$ cat config.mk
export PLATFORM = sky130hd
export DESIGN_NAME = fft_io_sequencer
export DESIGN_NICKNAME = d
export VERILOG_FILES = /design/src/rtl/fft_io_sequencer.sv
export SDC_FILE = /design/constraint.sdc
export NUM_CORES = 1
export LEC_CHECK = 0
export CORE_MARGIN = 2
export CORE_UTILIZATION = 29
export CTS_CLUSTER_DIAMETER = 60
export DETAILED_ROUTE_END_ITERATION = 12
export PLACE_DENSITY = 0.47
export SYNTH_ARGS = -nofsm -noshare
export SYNTH_HDL_FRONTEND = slang
export SYNTH_SLANG_ARGS = --single-unit
$ cat constraint.sdc
create_clock -name io_clock -period 2.7 [get_ports io_clock]
set_clock_uncertainty 0.2 [all_clocks]
set_input_delay 0.54 -clock io_clock [delete_from_list [all_inputs] [get_ports io_clock]]
set_output_delay 0.54 -clock io_clock [all_outputs]
set_load 0.1 [all_outputs]
$ cat src/rtl/fft_io_sequencer.sv
// fft_io_sequencer
//   Control sequencer for the FFT external I/O stage. Loads one NUM_POINTS-word
//   frame from the host bus into the frame buffer, or streams a transformed
//   frame from the frame buffer back out to the host bus. No data passes
//   through this block; it only generates the I/O stage controls (c_*) and
//   the frame buffer port (1-cycle synchronous read).
//
// Ports
//   io_clock             sole clock, rising edge
//   reset                asynchronous, active-low
//   start_load           1-cycle request: begin frame load
//   start_unload         1-cycle request: begin frame unload
//   ext_valid            host drives a valid word this cycle (load only)
//   ext_strobe           external port carries a valid output word (unload)
//   ext_dir              1 = block drives external port
//   busy                 high in any non-IDLE state
//   load_done            pulse with the final load write
//   unload_done          pulse in the cycle after the final output word
//   cmd_err              pulse, start request rejected
//   c_chip_select        I/O stage chip select
//   c_ext_write          I/O stage direction, 1 = internal->external
//   c_tri_data_2b_input  0 = I/O stage drives internal bus
//   c_tri_data_2b_output 0 = I/O stage drives external port
//   mem_addr             frame buffer address
//   mem_we               frame buffer write enable
//   mem_re               frame buffer read enable (data valid next cycle)
module fft_io_sequencer #(
  parameter int DATA_WIDTH = 16,
  parameter int ADDR_WIDTH = 6,
  parameter int NUM_POINTS = 64
) (
  input  logic                  io_clock,
  input  logic                  reset,
  input  logic                  start_load,
  input  logic                  start_unload,
  input  logic                  ext_valid,
  output logic                  ext_strobe,
  output logic                  ext_dir,
  output logic                  busy,
  output logic                  load_done,
  output logic                  unload_done,
  output logic                  cmd_err,
  output logic                  c_chip_select,
  output logic                  c_ext_write,
  output logic                  c_tri_data_2b_input,
  output logic                  c_tri_data_2b_output,
  output logic [ADDR_WIDTH-1:0] mem_addr,
  output logic                  mem_we,
  output logic                  mem_re
);

  // A misconfigured instance never leaves IDLE rather than mis-addressing.
  localparam bit CFG_OK = (DATA_WIDTH > 0) && (NUM_POINTS >= 2) &&
                          (NUM_POINTS <= (2 ** ADDR_WIDTH));

  localparam logic [ADDR_WIDTH:0] LAST_IDX = (ADDR_WIDTH + 1)'(NUM_POINTS - 1);
  localparam logic [ADDR_WIDTH:0] FULL_CNT = (ADDR_WIDTH + 1)'(NUM_POINTS);

  typedef enum logic [2:0] {
    S_IDLE,
    S_LOAD,
    S_LOAD_DRAIN,
    S_UNLOAD,
    S_UNLOAD_DRAIN
  } state_t;

  state_t                r_state;
  logic [ADDR_WIDTH:0]   r_cnt;
  logic [ADDR_WIDTH-1:0] r_mem_addr;
  logic                  r_mem_we;
  logic                  r_mem_re;
  logic                  r_cs_unl;
  logic                  r_strobe;
  logic                  r_dir;
  logic                  r_busy;
  logic                  r_load_done;
  logic                  r_unload_done;
  logic                  r_cmd_err;

  logic                  w_accept;
  logic                  w_any_start;

  // The I/O stage captures the host word at the end of an accepting cycle,
  // so load chip-select must follow ext_valid within the same cycle.
  assign w_accept    = (r_state == S_LOAD) && ext_valid;
  assign w_any_start = start_load || start_unload;

  always_ff @(posedge io_clock or negedge reset) begin
    if (!reset) begin
      r_state       <= S_IDLE;
      r_cnt         <= '0;
      r_mem_addr    <= '0;
      r_mem_we      <= 1'b0;
      r_mem_re      <= 1'b0;
      r_cs_unl      <= 1'b0;
      r_strobe      <= 1'b0;
      r_dir         <= 1'b0;
      r_busy        <= 1'b0;
      r_load_done   <= 1'b0;
      r_unload_done <= 1'b0;
      r_cmd_err     <= 1'b0;
    end else begin
      r_load_done   <= 1'b0;
      r_unload_done <= 1'b0;
      r_mem_we      <= 1'b0;
      r_cmd_err     <= 1'b0;
      // Unload pipeline: read at t, chip-select at t+1, strobe at t+2.
      r_cs_unl      <= r_mem_re;
      r_strobe      <= r_cs_unl;

      case (r_state)
        S_IDLE: begin
          r_cnt <= '0;
          if (start_load && CFG_OK) begin
            r_state   <= S_LOAD;
            r_busy    <= 1'b1;
            r_cmd_err <= start_unload;
          end else if (start_unload && CFG_OK) begin
            r_state    <= S_UNLOAD;
            r_busy     <= 1'b1;
            r_dir      <= 1'b1;
            r_mem_re   <= 1'b1;
            r_mem_addr <= '0;
            r_cnt      <= (ADDR_WIDTH + 1)'(1);
          end
        end

        S_LOAD: begin
          r_cmd_err <= w_any_start;
          if (ext_valid) begin
            r_mem_we   <= 1'b1;
            r_mem_addr <= r_cnt[ADDR_WIDTH-1:0];
            r_cnt      <= r_cnt + 1'b1;
            if (r_cnt == LAST_IDX) begin
              r_state     <= S_LOAD_DRAIN;
              r_load_done <= 1'b1;
            end
          end
        end

        S_LOAD_DRAIN: begin
          r_cmd_err <= w_any_start;
          r_state   <= S_IDLE;
          r_busy    <= 1'b0;
        end

        S_UNLOAD: begin
          r_cmd_err <= w_any_start;
          if (r_cnt == FULL_CNT) begin
            r_mem_re <= 1'b0;
            r_state  <= S_UNLOAD_DRAIN;
            r_cnt    <= '0;
          end else begin
            r_mem_addr <= r_cnt[ADDR_WIDTH-1:0];
            r_cnt      <= r_cnt + 1'b1;
          end
        end

        S_UNLOAD_DRAIN: begin
          r_cmd_err <= w_any_start;
          if (r_cnt[0]) begin
            r_state       <= S_IDLE;
            r_busy        <= 1'b0;
            r_dir         <= 1'b0;
            r_unload_done <= 1'b1;
            r_cnt         <= '0;
          end else begin
            r_cnt <= r_cnt + 1'b1;
          end
        end

        default: begin
          r_state <= S_IDLE;
          r_busy  <= 1'b0;
          r_dir   <= 1'b0;
        end
      endcase
    end
  end

  assign ext_strobe           = r_strobe;
  assign ext_dir              = r_dir;
  assign busy                 = r_busy;
  assign load_done            = r_load_done;
  assign unload_done          = r_unload_done;
  assign cmd_err              = r_cmd_err;
  assign c_chip_select        = w_accept || r_cs_unl;
  assign c_ext_write          = r_dir;
  // The internal bus is driven exactly in write cycles.
  assign c_tri_data_2b_input  = ~r_mem_we;
  assign c_tri_data_2b_output = ~r_dir;
  assign mem_addr             = r_mem_addr;
  assign mem_we               = r_mem_we;
  assign mem_re               = r_mem_re;

endmodule

==> results.md <==
- Diode count: 0
- Xor-xnor portion of the synthesized cell area: 0
- Fraction of layout cells with a size suffix above 1: 0.192
- CTS root buffer: clkbuf_8
- Reg2reg setup slack: 0.58 ns
- Final Hold Violating Endpoints: 0
- HP Start: r_cs_unl
- Initial antenna violation count: 0
- CP Data Required Time: between 1.5 and 2 ns
- Antenna Violating Nets Remaining: 0
- Comb pwr share: 0.557
- Synth warn: 0
- Starting density of the core: 0.297
- Sequential fraction of the synthesis area: 0.495
- Register share of total power: 0.323
- Die Wd: between 70 and 80 um
- Sw Share: 0.554
- Worst EP arrival: 1.60 ns
- PortBufs: 22
- Final setup TNS: 0 ns
- Largest net degree at the start of global routing: 26
- Rows: 24
- Adder-Cell Fraction of Synth Area: 0.0297
- DRT Wirelength: 3.10 mm
- # H-tree levels: 1
- Mux cell area share after synthesis: 0
- Total power: ~1.9 mW
- Crit path launch type: flip-flop
- Worst path max stage delay: about 0.55 ns
- CTS tree: built
- Syn nets: 141
- Maximum clock path buffer count: 2
- Clock share of power: 0.120
- HP Class: reg2reg
- Max_cap viols: 0
- Outcome: completed
- Top post-synthesis cells by area: dfrtp_1 49%, o21ai_0 6.7%, nand3_1 4.4%
- Leakage: about 0.69 nW
- CP Capture Type: output port
- Vias in the first global route: ~1,100
- Fin. max-slew vios: 0
- CP cell instances: nor2b_1, nand3_1, nand2b_1, buf_12
- Gr usage total: 0.131
- Grt ovf: 0
- Synth-to-Final Area Change: 23.5%
- CTS Sinks: 25
- Yosys reg bits: 25
- Slowest cell on crit path: dfrtp_1
- Slew HR: 0.649
- Maximum clock frequency: between 400 and 500 MHz
- Hpwl dp: approximately 2.2 mm
- Reg2Reg Depth: 6
- Ports: 23
- Clk slew on worst S/H paths: ~0.10 ns
- Fin crit share: 0.867
- Setup-failing EPs final: 0
- Cells after DPL: ~200
- Synth Area in Simple Gates: 0.224
- Syn Std Cell Area: between 1000 and 1500 sq um
- Synthesized instance count: 133
- Post-CTS Repair Setup Buffers: 0
- Synth Area in Compound Gates: 0.202
- Hold Slack: about 0.20 ns
- Iter 0 DRT Violations: 42
- First-pass GRT wire length: 5.20 mm
- Vias: ~1,100
- Final instance area: approximately 1600 sq um
- Hold Buf Count CTS: 0
- Area leader, netlist: dfrtp_1
- Final Net Count: ~170
- Clock latency at the later pin of the worst-skew pair: roughly 0.27 ns
- Internal power: 0.865 mW
- Avg WL per Cell: roughly 15 um
- Hold Path End: ext_strobe
- Synth top area share: 0.495
- Placed inst area: roughly 1500 sq um
- Die Ht: about 70 um
- Final min period: between 2 and 2.5 ns
- Core Region: roughly 4300 sq um
- CP max FO: 11
- Reg2Reg Launch Point: r_cnt[1]
- Synth unique cells: 34
- Num CTS Buffers: 3
- Vias/cell: 5.07
- Mapped Avg Cell Area: approximately 9.5 sq um
- Max VDD drop: approximately 0.3 mV
- Capturing point of the worst reg2reg path: r_cnt[1]
- Initial DRT Pass Iterations: 4
- Filler cells: about 450
- Switching power total: about 1.1 mW
- Crit Path Class: reg2out
- P per Cell Area: ~1200 nW/um^2
- DRC Markers: 0
- Gpl congestion: ~0.73
- Post-CTS sizing: 0
- Finished Layout Cells: around 210
- Die footprint: between 4000 and 5000 sq um
- Hold Crit Depth: 0
- Worst Max-Slew Pin Slew: between 0.5 and 0.6 ns
- RSZ-0062 raised after global routing: false
- Largest family of logic cells by synthesized area: simple AND/OR/NAND/NOR gates
==> through the flow <==
step            util  setup slack (ns)
2_1_floorplan      -             0.353
3_3_place_gp   0.355             0.386
3_5_place_dp   0.355             0.363
4_1_cts        0.366             0.344
5_1_grt        0.366             0.258
6_report       0.366             0.358
==> cells in the final DEF (no fill, tap or decap), types with 3 or more instances in the layout <==
| master | synthesis | routed |
|---|---|---|
| inv_1 | 8 | 8 |
| nand3_1 | 11 | 11 |
| buf_4 | 1 | 21 |
| a31oi_1 | 3 | 3 |
| o21ai_0 | 17 | 17 |
| ha_1 | 3 | 3 |
| a21oi_1 | 4 | 4 |
| o211ai_1 | 3 | 3 |
| dfrtp_1 | 25 | 25 |
| clkdlybuf4s50_1 | 0 | 4 |
| clkbuf_8 | 0 | 3 |
| nor2_1 | 7 | 7 |
| and3_1 | 5 | 5 |
| nand2_1 | 14 | 14 |
==> how the worst max path moves through the flow <==
stage                     slack [ns]  cells after the start                    to   startpoint
after global routing            0.26                      4         c_chip_select   r_state[0]
after detailed placement        0.36                      4         c_chip_select    ext_valid
after floorplan                 0.35                      1  c_tri_data_2b_output  c_ext_write
final                           0.36                      4         c_chip_select   r_state[0]
after global placement          0.39                      4         c_chip_select    ext_valid
after CTS                       0.34                      4         c_chip_select   r_state[0]
==> power by group through the flow <==
stage | Clock [mW] | Sequential [mW] | Combinational, mW
after floorplan | 0 | 0.980 | 0.484
after global placement | 0 | 0.628 | 1.08
after detailed placement | 0 | 0.634 | 1.09
after CTS | 0.239 | 0.628 | 1.09
after global routing | 0.254 | 0.648 | 1.15
final | 0.232 | 0.627 | 1.08
==> layer usage <==
metal  wire length [um]  track usage  vias to the layer above  part of all wire
li1                   -            -                      525                 -
met1               1470        0.179                      502              0.48
met3                125       0.0216                        2             0.040
met5                  0            0                        -                 0
met4                 17       0.0449                        0            0.0055
met2               1480        0.212                       25              0.48
==> state kept, by name, summed over array words and instances (netlist names) <==
| signal | count |
|---|---|
| mem_we | 1 |
| unload_done | 1 |
| mem_re | 1 |
| busy | 1 |
| cmd_err | 1 |
| load_done | 1 |
| c_ext_write | 1 |
| r_state | 3 |
| r_cnt | 7 |
| r_cs_unl | 1 |
| ext_strobe | 1 |
| mem_addr | 6 |
==> Yosys cell counts (all sizes together) <==
| cell type | number |
|---|---|
| nor2b | 2 |
| and3 | 5 |
| dfrtp | 25 |
| o22ai | 1 |
| a211o | 1 |
| o311ai | 1 |
| a22oi | 2 |
| o32ai | 2 |
| a311o | 1 |
| nor3 | 1 |
| a21oi | 4 |
| nand2b | 2 |
| nand3 | 12 |
| or2 | 1 |
| and2 | 1 |
| a31oi | 3 |
| o21ai | 17 |
| nor4b | 3 |
| nand2 | 14 |
| ha | 3 |
| inv | 8 |
| nand3b | 1 |
| o21bai | 2 |
| a221o | 1 |
| clkbuf | 3 |
| o22a | 1 |
| nand4 | 1 |
| o211ai | 3 |
| o41ai | 1 |
| buf | 4 |
| nor2 | 7 |
==> critical path: cells and delay by family (launching register included) <==
family                 cells  cell delay, ns
DFF                        1            0.55
and+or+nand+nor            3            0.60
buffers and inverters      1            0.18
==> kinds of logic (layout without fill, tap and decap cells) <==
family / after synthesis / after routing
AND/OR/NAND/NOR: 50 / 50
adder cells (fa/ha/maj): 3 / 3
AO/OA/AOI/OAI: 40 / 40
flip-flops: 25 / 25
buffers and inverters: 15 / 38
==> area by class of cell <==
cell class,instances,area (sq um),area share
sequential,25,626,0.400
multi-input combinational,93,576,0.368
timing repair buffer,26,218,0.139
tap,52,65.1,0.0416
clock buffer,3,41.3,0.0264
inverter,8,30.0,0.0192
clock inverter,1,7.51,0.00480
Power figures use the tool's default switching activity.
